$ cat src/rtl/cdb_arbiter_n.sv
// -----------------------------------------------------------------------------
// cdb_arbiter_n : writeback arbiter between the FU result buffers and the
// NUM_CDB common data buses.
//
// FU i belongs to lane (i mod NUM_CDB). Each lane picks one result per cycle:
// category priority BEQ > MULT > LS > ALU, round-robin inside a category.
// A per-lane, per-category age counter promotes a category that has been
// requesting but denied for STARVE_LIMIT consecutive cycles (0 disables).
//
// Ports
//   clock           in   system clock
//   reset           in   asynchronous active-low reset
//   stall           in   1 = no grants this cycle, all state held
//   fu_result_valid in   [FU_SIZE]   FU i holds a completed result
//   fu_grant        out  [FU_SIZE]   FU i's result is consumed this cycle
//   cdb_valid       out  [NUM_CDB]   lane carries a result
//   cdb_fu_num      out  [NUM_CDB*FU_NUM_W] granted FU index, lane k at k*FU_NUM_W
//   cdb_cat_select  out  [NUM_CDB*4] one-hot category (0 ALU,1 LS,2 MULT,3 BEQ)
// -----------------------------------------------------------------------------

// One arbitration lane. Its valid/grant vectors are lane-local: local bit l
// is FU (LANE + l*NUM_CDB). Because every category count is a multiple of
// NUM_CDB, each category occupies a contiguous range of local bits.
module cdb_arbiter_lane #(
    parameter int NUM_CDB      = 2,
    parameter int LANE         = 0,
    parameter int NUM_ALU      = 8,
    parameter int NUM_LS       = 4,
    parameter int NUM_MULT     = 4,
    parameter int NUM_BEQ      = 4,
    parameter int STARVE_LIMIT = 4,
    parameter int FU_NUM_W     = 5,
    parameter int LANE_FUS     = 10
) (
    input  logic                clock,
    input  logic                reset,
    input  logic                stall,
    input  logic [LANE_FUS-1:0] i_valid,
    output logic [LANE_FUS-1:0] o_grant,
    output logic                o_valid,
    output logic [FU_NUM_W-1:0] o_fu_num,
    output logic [3:0]          o_cat
);
    localparam int MEM_ALU  = NUM_ALU  / NUM_CDB;
    localparam int MEM_LS   = NUM_LS   / NUM_CDB;
    localparam int MEM_MULT = NUM_MULT / NUM_CDB;
    localparam int MEM_BEQ  = NUM_BEQ  / NUM_CDB;
    localparam int MEM [4]  = '{MEM_ALU, MEM_LS, MEM_MULT, MEM_BEQ};
    localparam int LB  [4]  = '{0, MEM_ALU, MEM_ALU + MEM_LS, MEM_ALU + MEM_LS + MEM_MULT};
    localparam int MAX_AL   = (MEM_ALU  > MEM_LS)  ? MEM_ALU  : MEM_LS;
    localparam int MAX_MB   = (MEM_MULT > MEM_BEQ) ? MEM_MULT : MEM_BEQ;
    localparam int MAXM     = (MAX_AL   > MAX_MB)  ? MAX_AL   : MAX_MB;
    localparam int PTR_W    = (MAXM > 1) ? $clog2(MAXM) : 1;
    localparam int AGE_W    = (STARVE_LIMIT > 0) ? $clog2(STARVE_LIMIT + 1) : 1;
    localparam logic [AGE_W-1:0] AGE_MAX = AGE_W'(STARVE_LIMIT);

    logic [3:0][PTR_W-1:0] r_ptr;
    logic [3:0][AGE_W-1:0] r_age;

    logic [3:0][MAXM-1:0]  w_mem;
    logic [3:0]            w_req;
    logic [3:0][PTR_W-1:0] w_pos;
    logic [3:0]            w_starved;
    logic [3:0]            w_pick;
    logic [3:0]            w_cat;
    logic                  w_go;

    // Category member table, padded with zeros up to MAXM.
    for (genvar c = 0; c < 4; c++) begin : g_cat
        for (genvar j = 0; j < MAXM; j++) begin : g_mem
            if (j < MEM[c]) begin : g_real
                assign w_mem[c][j] = i_valid[LB[c] + j];
                assign o_grant[LB[c] + j] = w_go & w_cat[c] & (w_pos[c] == PTR_W'(j));
            end else begin : g_pad
                assign w_mem[c][j] = 1'b0;
            end
        end
    end

    // Round-robin search as two passes: members at/after the pointer first,
    // then the wrapped members below it. A category requests iff a hit exists.
    always_comb begin
        w_req = '0;
        w_pos = '0;
        for (int c = 0; c < 4; c++) begin
            for (int j = 0; j < MAXM; j++) begin
                if (!w_req[c] && w_mem[c][j] && j >= int'(r_ptr[c])) begin
                    w_req[c] = 1'b1;
                    w_pos[c] = PTR_W'(j);
                end
            end
            for (int j = 0; j < MAXM; j++) begin
                if (!w_req[c] && w_mem[c][j] && j < int'(r_ptr[c])) begin
                    w_req[c] = 1'b1;
                    w_pos[c] = PTR_W'(j);
                end
            end
        end
    end

    // Starved categories override plain requests; fixed priority in both sets.
    always_comb begin
        for (int c = 0; c < 4; c++)
            w_starved[c] = (STARVE_LIMIT != 0) && w_req[c] && (r_age[c] == AGE_MAX);
        w_pick = (|w_starved) ? w_starved : w_req;
        if      (w_pick[3]) w_cat = 4'b1000;
        else if (w_pick[2]) w_cat = 4'b0100;
        else if (w_pick[1]) w_cat = 4'b0010;
        else if (w_pick[0]) w_cat = 4'b0001;
        else                w_cat = 4'b0000;
    end

    assign w_go = reset & ~stall & (|w_req);

    always_comb begin
        o_valid  = w_go;
        o_cat    = w_go ? w_cat : 4'b0000;
        o_fu_num = '0;
        for (int c = 0; c < 4; c++)
            if (w_go && w_cat[c])
                o_fu_num = FU_NUM_W'(LANE + (LB[c] + int'(w_pos[c])) * NUM_CDB);
    end

    always_ff @(posedge clock or negedge reset) begin
        if (!reset) begin
            r_ptr <= '0;
            r_age <= '0;
        end else if (!stall) begin
            for (int c = 0; c < 4; c++) begin
                if (w_go && w_cat[c]) begin
                    r_ptr[c] <= (int'(w_pos[c]) == MEM[c] - 1) ? '0 : w_pos[c] + PTR_W'(1);
                    r_age[c] <= '0;
                end else if (!w_req[c]) begin
                    r_age[c] <= '0;
                end else if (r_age[c] != AGE_MAX) begin
                    r_age[c] <= r_age[c] + AGE_W'(1);
                end
            end
        end
    end
endmodule

module cdb_arbiter_n #(
    parameter  int NUM_CDB      = 2,
    parameter  int NUM_ALU      = 8,
    parameter  int NUM_LS       = 4,
    parameter  int NUM_MULT     = 4,
    parameter  int NUM_BEQ      = 4,
    parameter  int STARVE_LIMIT = 4,
    localparam int FU_SIZE      = NUM_ALU + NUM_LS + NUM_MULT + NUM_BEQ,
    localparam int FU_CAT       = 4,
    localparam int FU_NUM_W     = $clog2(FU_SIZE)
) (
    input  logic                          clock,
    input  logic                          reset,
    input  logic                          stall,
    input  logic [FU_SIZE-1:0]            fu_result_valid,
    output logic [FU_SIZE-1:0]            fu_grant,
    output logic [NUM_CDB-1:0]            cdb_valid,
    output logic [NUM_CDB*FU_NUM_W-1:0]   cdb_fu_num,
    output logic [NUM_CDB*FU_CAT-1:0]     cdb_cat_select
);
    localparam int LANE_FUS = FU_SIZE / NUM_CDB;

    if ((NUM_ALU % NUM_CDB) != 0 || (NUM_LS % NUM_CDB) != 0 ||
        (NUM_MULT % NUM_CDB) != 0 || (NUM_BEQ % NUM_CDB) != 0) begin : g_bad_cfg
        $error("cdb_arbiter_n: every category count must be a multiple of NUM_CDB");
    end

    logic [NUM_CDB-1:0][FU_NUM_W-1:0] w_fu_num;
    logic [NUM_CDB-1:0][FU_CAT-1:0]   w_cat;

    for (genvar k = 0; k < NUM_CDB; k++) begin : g_lane
        logic [LANE_FUS-1:0] w_lvalid;
        logic [LANE_FUS-1:0] w_lgrant;

        // Interleaved mapping: local bit l is FU k + l*NUM_CDB.
        for (genvar l = 0; l < LANE_FUS; l++) begin : g_map
            assign w_lvalid[l]               = fu_result_valid[k + l * NUM_CDB];
            assign fu_grant[k + l * NUM_CDB] = w_lgrant[l];
        end

        cdb_arbiter_lane #(
            .NUM_CDB     (NUM_CDB),
            .LANE        (k),
            .NUM_ALU     (NUM_ALU),
            .NUM_LS      (NUM_LS),
            .NUM_MULT    (NUM_MULT),
            .NUM_BEQ     (NUM_BEQ),
            .STARVE_LIMIT(STARVE_LIMIT),
            .FU_NUM_W    (FU_NUM_W),
            .LANE_FUS    (LANE_FUS)
        ) u_lane (
            .clock   (clock),
            .reset   (reset),
            .stall   (stall),
            .i_valid (w_lvalid),
            .o_grant (w_lgrant),
            .o_valid (cdb_valid[k]),
            .o_fu_num(w_fu_num[k]),
            .o_cat   (w_cat[k])
        );
    end

    assign cdb_fu_num     = w_fu_num;
    assign cdb_cat_select = w_cat;
endmodule

$ cat config.mk
export PLATFORM = sky130hd
export DESIGN_NAME = cdb_arbiter_n
export DESIGN_NICKNAME = d
export VERILOG_FILES = /design/src/rtl/cdb_arbiter_n.sv
export SDC_FILE = /design/constraint.sdc
export NUM_CORES = 1
export LEC_CHECK = 0
export CAP_MARGIN = 20
export CORE_MARGIN = 1.5
export CORE_UTILIZATION = 51
export CTS_CLUSTER_SIZE = 8
export DETAILED_ROUTE_END_ITERATION = 8
export PLACE_DENSITY = 0.81
export SKIP_LAST_GASP = 1
export SYNTH_ARGS = -nofsm -noshare
export SYNTH_HDL_FRONTEND = slang
export SYNTH_SLANG_ARGS = --single-unit
$ cat constraint.sdc
create_clock -name clock -period 2.7 [get_ports clock]
set_input_delay 0.405 -clock clock [delete_from_list [all_inputs] [get_ports clock]]
set_output_delay 0.405 -clock clock [all_outputs]
set_load 0.005 [all_outputs]
==> results of run 1 <==
[through the flow]
step           setup TNS [ns]  util [%]
4_1_cts               -0.6145     90.91
3_5_place_dp           -16.71     80.12
2_1_floorplan               0         -
3_3_place_gp           -14.95     80.12
[logic make-up after synthesis]
logic type	count (synthesis)	share of synthesized area (%)
other	1	0.1336
buffers and inverters	49	7.757
multiplexers	5	1.962
flip-flops	34	30.32
AO/OA/AOI/OAI	106	26.53
AND/OR/NAND/NOR	115	22.60
adder cells (fa/ha/maj)	24	10.70
[per-layer routing]
metal,track usage (%),overflow
met3,58.10,2
met4,105.1,102
met1,81.01,2
met2,117.7,260
met5,2.727,0
[Yosys cell counts, types with 4 or more instances]
cell	n
sky130_fd_sc_hd__nor2_1	40
sky130_fd_sc_hd__inv_1	39
sky130_fd_sc_hd__dfrtp_1	34
sky130_fd_sc_hd__nand2_1	26
sky130_fd_sc_hd__o21ai_0	25
sky130_fd_sc_hd__ha_1	24
sky130_fd_sc_hd__a21oi_1	17
sky130_fd_sc_hd__o22ai_1	10
sky130_fd_sc_hd__a21o_1	8
sky130_fd_sc_hd__o211ai_1	8
sky130_fd_sc_hd__buf_4	6
sky130_fd_sc_hd__a21boi_0	5
sky130_fd_sc_hd__and2_1	5
sky130_fd_sc_hd__and2_2	4
sky130_fd_sc_hd__mux2_2	4
sky130_fd_sc_hd__nand3_1	4
sky130_fd_sc_hd__nor2b_1	4
sky130_fd_sc_hd__nor4_1	4
[what timing repair did]
| item | 4_1_cts |
|---|---|
| endpoints found under the setup margin | 38 |
| setup buffers | 50 |
| pin swaps | 36 |
| cloned | 0 |
| resized for setup | 155 |
==> results.md, run 1 <==
Clocking:
- The total clock buffers created by CTS is 5.
- The H-tree was split into 2 levels.
- The number of clock sinks is 34.
- No sink is reached through more buffers than the 2 on the longest clock path.
- The root buffer cell is sky130_fd_sc_hd__clkbuf_8.
- The number of buffers inserted for hold repair after clock tree synthesis is 0.

Yosys:
- In the post-synthesis netlist, the biggest area contributors are sky130_fd_sc_hd__dfrtp_1 30%, sky130_fd_sc_hd__ha_1 11%, sky130_fd_sc_hd__nor2_1 5.3%, sky130_fd_sc_hd__inv_1 5.2%, sky130_fd_sc_hd__o21ai_0 4.5%.
- The count of yosys warnings during synthesis is 0.
- Of the post-synthesis cell area, the dominant cell type holds 30.32%.
- Synthesis inferred 34 register bits.
- The async set or reset register ratio after synthesis is 100.0%.
- The dominant register cell in the synthesized netlist is sky130_fd_sc_hd__dfrtp_1.
- Summing every instance area after synthesis gives 2806 sq um.
- Of all cell types, the one taking the most synthesized area is sky130_fd_sc_hd__dfrtp_1.
- The average cell area after synthesis is 8.403 sq um.
- Sequential cells were found to cover 30.32% of the synthesized design area.
- The number of instances in the synthesized netlist is 334.
- The number of enable flip-flop cells after synthesis is 0.
- Counting every net in the synthesized netlist gives 381.
- After synthesis, the netlist uses 63 different library cells.

Status:
- Progress stopped at global routing (5_1_grt).
- The tool reported: "[ERROR GRT-0232] Routing congestion too high. Check the congestion heatmap in the GUI".
- The run stopped with a tool error.

Place:
- Prior to clock tree synthesis, the placed netlist has a worst setup slack of -0.6124 ns.
- The number of placed instances with taps included is 554.
- The placed standard-cell area is 4170 sq um.
- The final RePlAce weighted congestion is 0.9721.
- In this run the tool buffered the top-level ports with 61 buffer cells.
- The final HPWL from detailed placement is 6308 um.

STA:
- After the last repair the worst path ends at an output port.
- The last worst endpoint in the global-route repair_timing is fu_grant[1].

Global routing:
- The leftover overflow at the end of global routing is 366.
- The overall global routing resource usage is 87.85%.
- The pin count of the biggest net entering global routing is 36.

Floorplan:
- The number of core rows is 26.
- Once the floorplan was initialized, standard cells occupied 53.92% of the core.
- The top-level port count is 63.
- Measured along the y axis, the die boundary spans 77.18 um.
- From left edge to right edge, the die measures 77.18 um.
==> run 2: changes to the inputs <==
Settings changed: CORE_UTILIZATION 51 to 40, CTS_CLUSTER_SIZE 8 to default, PLACE_DENSITY 0.81 to default, PLACE_DENSITY_LB_ADDON from default to 0.15.
==> run 2 against run 1 <==
Area after synthesis unchanged. Synthesized cell count unchanged. The flow now finishes, with violations (setup timing).
==> results.md, run 2 <==
Status:
- The flow ran to the end, but the final reports show violations.
- The checks that failed: setup timing.

Global routing:
- The via count of the first global-routing pass was 3399.
- The initial antenna violation count is 0.
- Entering global routing, the biggest net connects 36 pins.
- The first-pass GRT wire length is 15040 um.
- Global routing used 25.25% of the available tracks.
- Summed over all layers, the global routing overflow is 0.

Routing:
- The pre-antenna-repair detailed-routing pass consisted of 4 iterations.
- In this run the remaining antenna-violating nets after routing total 0.
- For this run, design rule violations remaining after detail routing come to 0.
- The final routed wire length divided by cell count is 15.59 um.
- The final layout contains routed wiring with a total length of 10540 um.
- The routed layout has 3507 vias.
- The first-iteration detailed-routing DRC count is 237.
- The detail-routed via count per cell is 5.188.

Worst setup path:
- Walking the worst path, the cells encountered are inv_2, ha_2, o211ai_2, o211ai_2, buf_4, a21oi_4, or4_4, inv_4, buf_6, buf_6, a21oi_2, a31oi_1, buf_2.
- Following the worst setup path forward leads to its endpoint at cdb_fu_num[1].
- The largest single stage delay on the critical path is 0.53 ns.
- The worst setup slack for register-to-register paths is 0.03 ns.
- The worst setup path is launched from a flip-flop.
- The startpoint identified for the worst register-to-register timing path is g_lane[0].u_lane.r_age[10]$_DFFE_PN0P_.
- Tracing the worst setup path back leads to its startpoint at g_lane[0].u_lane.r_age[4]$_DFFE_PN0P_.
- The maximum fanout encountered on the critical timing path is 2.
- The cell at the slowest stage of the critical path is sky130_fd_sc_hd__or4_4.
- For the worst setup path, the data required time is 2.30 ns.
- The kind of end point of the critical path is a primary output.
- Measured in cells, the most critical reg-to-reg path has a length of 18.
- The critical path start-end classification is flip-flop to primary output.
- The data arrival time of the critical path is 2.44 ns.
- The capture point of the worst reg-to-reg path is g_lane[0].u_lane.r_age[9]$_DFFE_PN0P_.

Clocking:
- For this design, the sink count on the clock tree is 34.
- Clock-pin slew was measured on the worst setup and hold paths at 0.09 ns.
- CTS built an H-tree with a depth of 2.
- The clock network latency to the later pin of the worst-skew pair is 0.31 ns.
- In this run, CTS created clock tree buffers numbering 5.
- TritonCTS built the clock tree.
- The root buffer cell is sky130_fd_sc_hd__clkbuf_8.
- After clock tree synthesis, the flow added hold-fix buffers numbering 0.
- Counting along the longest clock path gives a buffer depth of 2.

STA:
- Setup violations remaining at the end of the flow were counted as 15.
- Setup slack on the critical path of the routed design comes to -0.1455 ns.
- Setup repair after global routing could not meet its margin everywhere.
- The final critical-path share of the clock period is 105.4%.
- The count of final hold-check violations is 0.
- The count of pins over their slew limit was 0.
- Measured against its own limit, the worst slew margin works out to 65.08%.
- The transition time at the pin with the least slew margin is 0.5192 ns.
- The smallest clock period supported by the final layout is computed as 2.846 ns.
- For the final database, setup skew stands at 0.01324 ns.
- Based on the critical path, the design can be clocked at up to 351.4 MHz.

Final layout:
- Counting the fill cells in the layout gives 467.
- The largest registers in the layout are g_lane.u_lane.r_age: 24 flops, g_lane.u_lane.r_ptr: 10 flops.
- The final instance count without filler cells is 676.
- The post-route cell area is 5271 sq um.
- Compared with the post-synthesis result, the final layout area differs by 87.83%.
- The fraction of final layout cells with drive strength greater than 1 is 52.07%.
- The number of diodes is 0.
- The commonest non-fill, non-tap cell in the layout is sky130_fd_sc_hd__buf_4.
- For this run, the post-layout net count is 626.
- The number of flip-flops under the largest register name is 24.
- The share of the core filled with cells in the final layout is 77.59%.
- In the layout the commonest cells are 169 x sky130_fd_sc_hd__buf_4, 34 x sky130_fd_sc_hd__dfrtp_1, 32 x sky130_fd_sc_hd__nor2_1, 27 x sky130_fd_sc_hd__inv_1, 25 x sky130_fd_sc_hd__buf_6.
- The register with the most flip-flops is g_lane.u_lane.r_age.

Place:
- The post-placement worst setup slack is -0.5607 ns.
- The final RePlAce weighted congestion is 0.8964.
- The number of placed instances with taps included is 588.
- The wire-length estimate of the detail-placed layout is 5876 um.
- Summing all placed instances gives a cell area of 4263 sq um.
- The count of buffers from port buffering is 61.

Floorplan:
- The die extent in y is 86.76 um.
- The area enclosed by the die boundary is 7527 sq um.
- The placeable core region is 6794 sq um.
- The number of core rows is 30.
- 63 I/O pins were placed.
- The initial utilization of the core area, before any placement, comes to 41.31%.
- The die is 86.76 um wide.

Yosys:
- The synthesized design devotes to its leading area cell type 30.32% of total area.
- For this run, the register share of the synthesized area comes to 30.32%.
- The total standard cell area after synthesis is 2806 sq um.
- Ranked by total cell area, the synthesized netlist is headed by sky130_fd_sc_hd__dfrtp_1 30%, sky130_fd_sc_hd__ha_1 11%, sky130_fd_sc_hd__nor2_1 5.3%, sky130_fd_sc_hd__inv_1 5.2%, sky130_fd_sc_hd__o21ai_0 4.5%.
- The async set or reset register ratio after synthesis is 100.0%.
- Synthesis handed over a netlist of 334 instances.
- The average cell area after synthesis is 8.403 sq um.
- Summed over all instances, the cell type with the most area after synthesis is sky130_fd_sc_hd__dfrtp_1.
- The number of enable flip-flop cells after synthesis is 0.
- The netlist uses 63 different library cells.
- In the synthesized netlist the dominant register cell turns out to be sky130_fd_sc_hd__dfrtp_1.
- By instance count, the leading cell after synthesis is sky130_fd_sc_hd__nor2_1.
- In this run, synthesis produced a sequential element count of 34.
- The count of yosys warnings during synthesis is 0.
- By count the netlist is led by 40 x sky130_fd_sc_hd__nor2_1, 39 x sky130_fd_sc_hd__inv_1, 34 x sky130_fd_sc_hd__dfrtp_1, 26 x sky130_fd_sc_hd__nand2_1, 25 x sky130_fd_sc_hd__o21ai_0.
- The total nets after synthesis is 381.

Power and ir drop:
- The total power is 4.536 mW.
- The maximum vdd drop is 561.6 uV.
- In this run the static leakage power is 2.811 nW.
- The power density relative to cell area is 860.5 nW/um^2.

Flow run:
- The count of maximum capacitance violations is 0.

Worst hold path:
- The worst hold path belongs to the class primary input to async pin.
run 2: cell counts after synthesis:
Identical to the previous run, type by type.
run 2: report_power, final:
group / switching (mW) / internal (mW) / leakage [nW]
combinational: 1.33 / 1.66 / 2.33
sequential: 0.200 / 0.747 / 0.414
clock: 0.232 / 0.371 / 0.0683
run 2: cell type report:
type	instances	area (sq um)	area share, %
Clock buffer	5	68.82	1.305
Clock inverter	3	68.82	1.305
Inverter	40	152.6	2.896
Multi-Input combinational cell	251	2039	38.69
Sequential cell	34	850.8	16.14
Tap cell	96	120.1	2.279
Timing Repair Buffer	247	1971	37.38
run 2: per-layer routing:
| metal | vias up | share of wire, % | track usage (%) |
|---|---|---|---|
| met3 | 38 | 4.8 | 2.952 |
| met1 | 1676 | 41 | 29.74 |
| li1 | 1668 | - | - |
| met4 | 0 | 3.4 | 9.384 |
| met2 | 125 | 51 | 46.73 |
| met5 | - | 0 | 0 |
run 2: cells by family (layout without fill, tap and decap cells):
| logic type | count (synthesis) | after routing | synth area share, % |
|---|---|---|---|
| compound gates | 106 | 106 | 26.53 |
| flops | 34 | 34 | 30.32 |
| other cells | 1 | 1 | 0.1336 |
| mux | 5 | 5 | 1.962 |
| simple gates | 115 | 115 | 22.60 |
| fa+ha+maj | 24 | 24 | 10.70 |
| buf+inv | 49 | 295 | 7.757 |
run 2: worst min-delay path by stage:
stage	slack, ns	cells after the start	to	startpoint
finish	0.19	2	g_lane[1].u_lane.r_ptr[6]$_DFFE_PN0P_	reset
global route	0.24	2	g_lane[1].u_lane.r_age[0]$_DFFE_PN0P_	reset
CTS	0.21	2	g_lane[1].u_lane.r_ptr[6]$_DFFE_PN0P_	reset
detailed placement	0.49	2	g_lane[0].u_lane.r_ptr[6]$_DFFE_PN0P_	g_lane[0].u_lane.r_ptr[6]$_DFFE_PN0P_
global placement	0.48	1	g_lane[0].u_lane.r_ptr[2]$_DFFE_PN0P_	g_lane[0].u_lane.r_ptr[2]$_DFFE_PN0P_
floorplan	0.11	0	g_lane[0].u_lane.r_age[0]$_DFFE_PN0P_	reset
run 2: stage by stage:
step	hold WS [ns]	setup TNS, ns
floorplan	0.1094	0
global placement	0.4813	-14.09
detailed placement	0.4887	-14.10
CTS	0.2085	-1.141
global route	0.2416	-2.650
finish	0.1919	-0.8587
run 2: repair_timing:
item | CTS | global route
endpoints found under the setup margin | 37 | 40
gates resized for setup | 147 | 84
setup buffers | 62 | 30
pin swaps | 41 | 41
run 2: critical path: cells and delay by family (launching register included):
| family | cells | cell delay, ns |
|---|---|---|
| buf+inv | 6 | 0.62 |
| simple gates | 1 | 0.53 |
| compound gates | 5 | 0.42 |
| flops | 1 | 0.40 |
| fa+ha+maj | 1 | 0.16 |
Note: power is estimated with default switching activity, not from simulation.
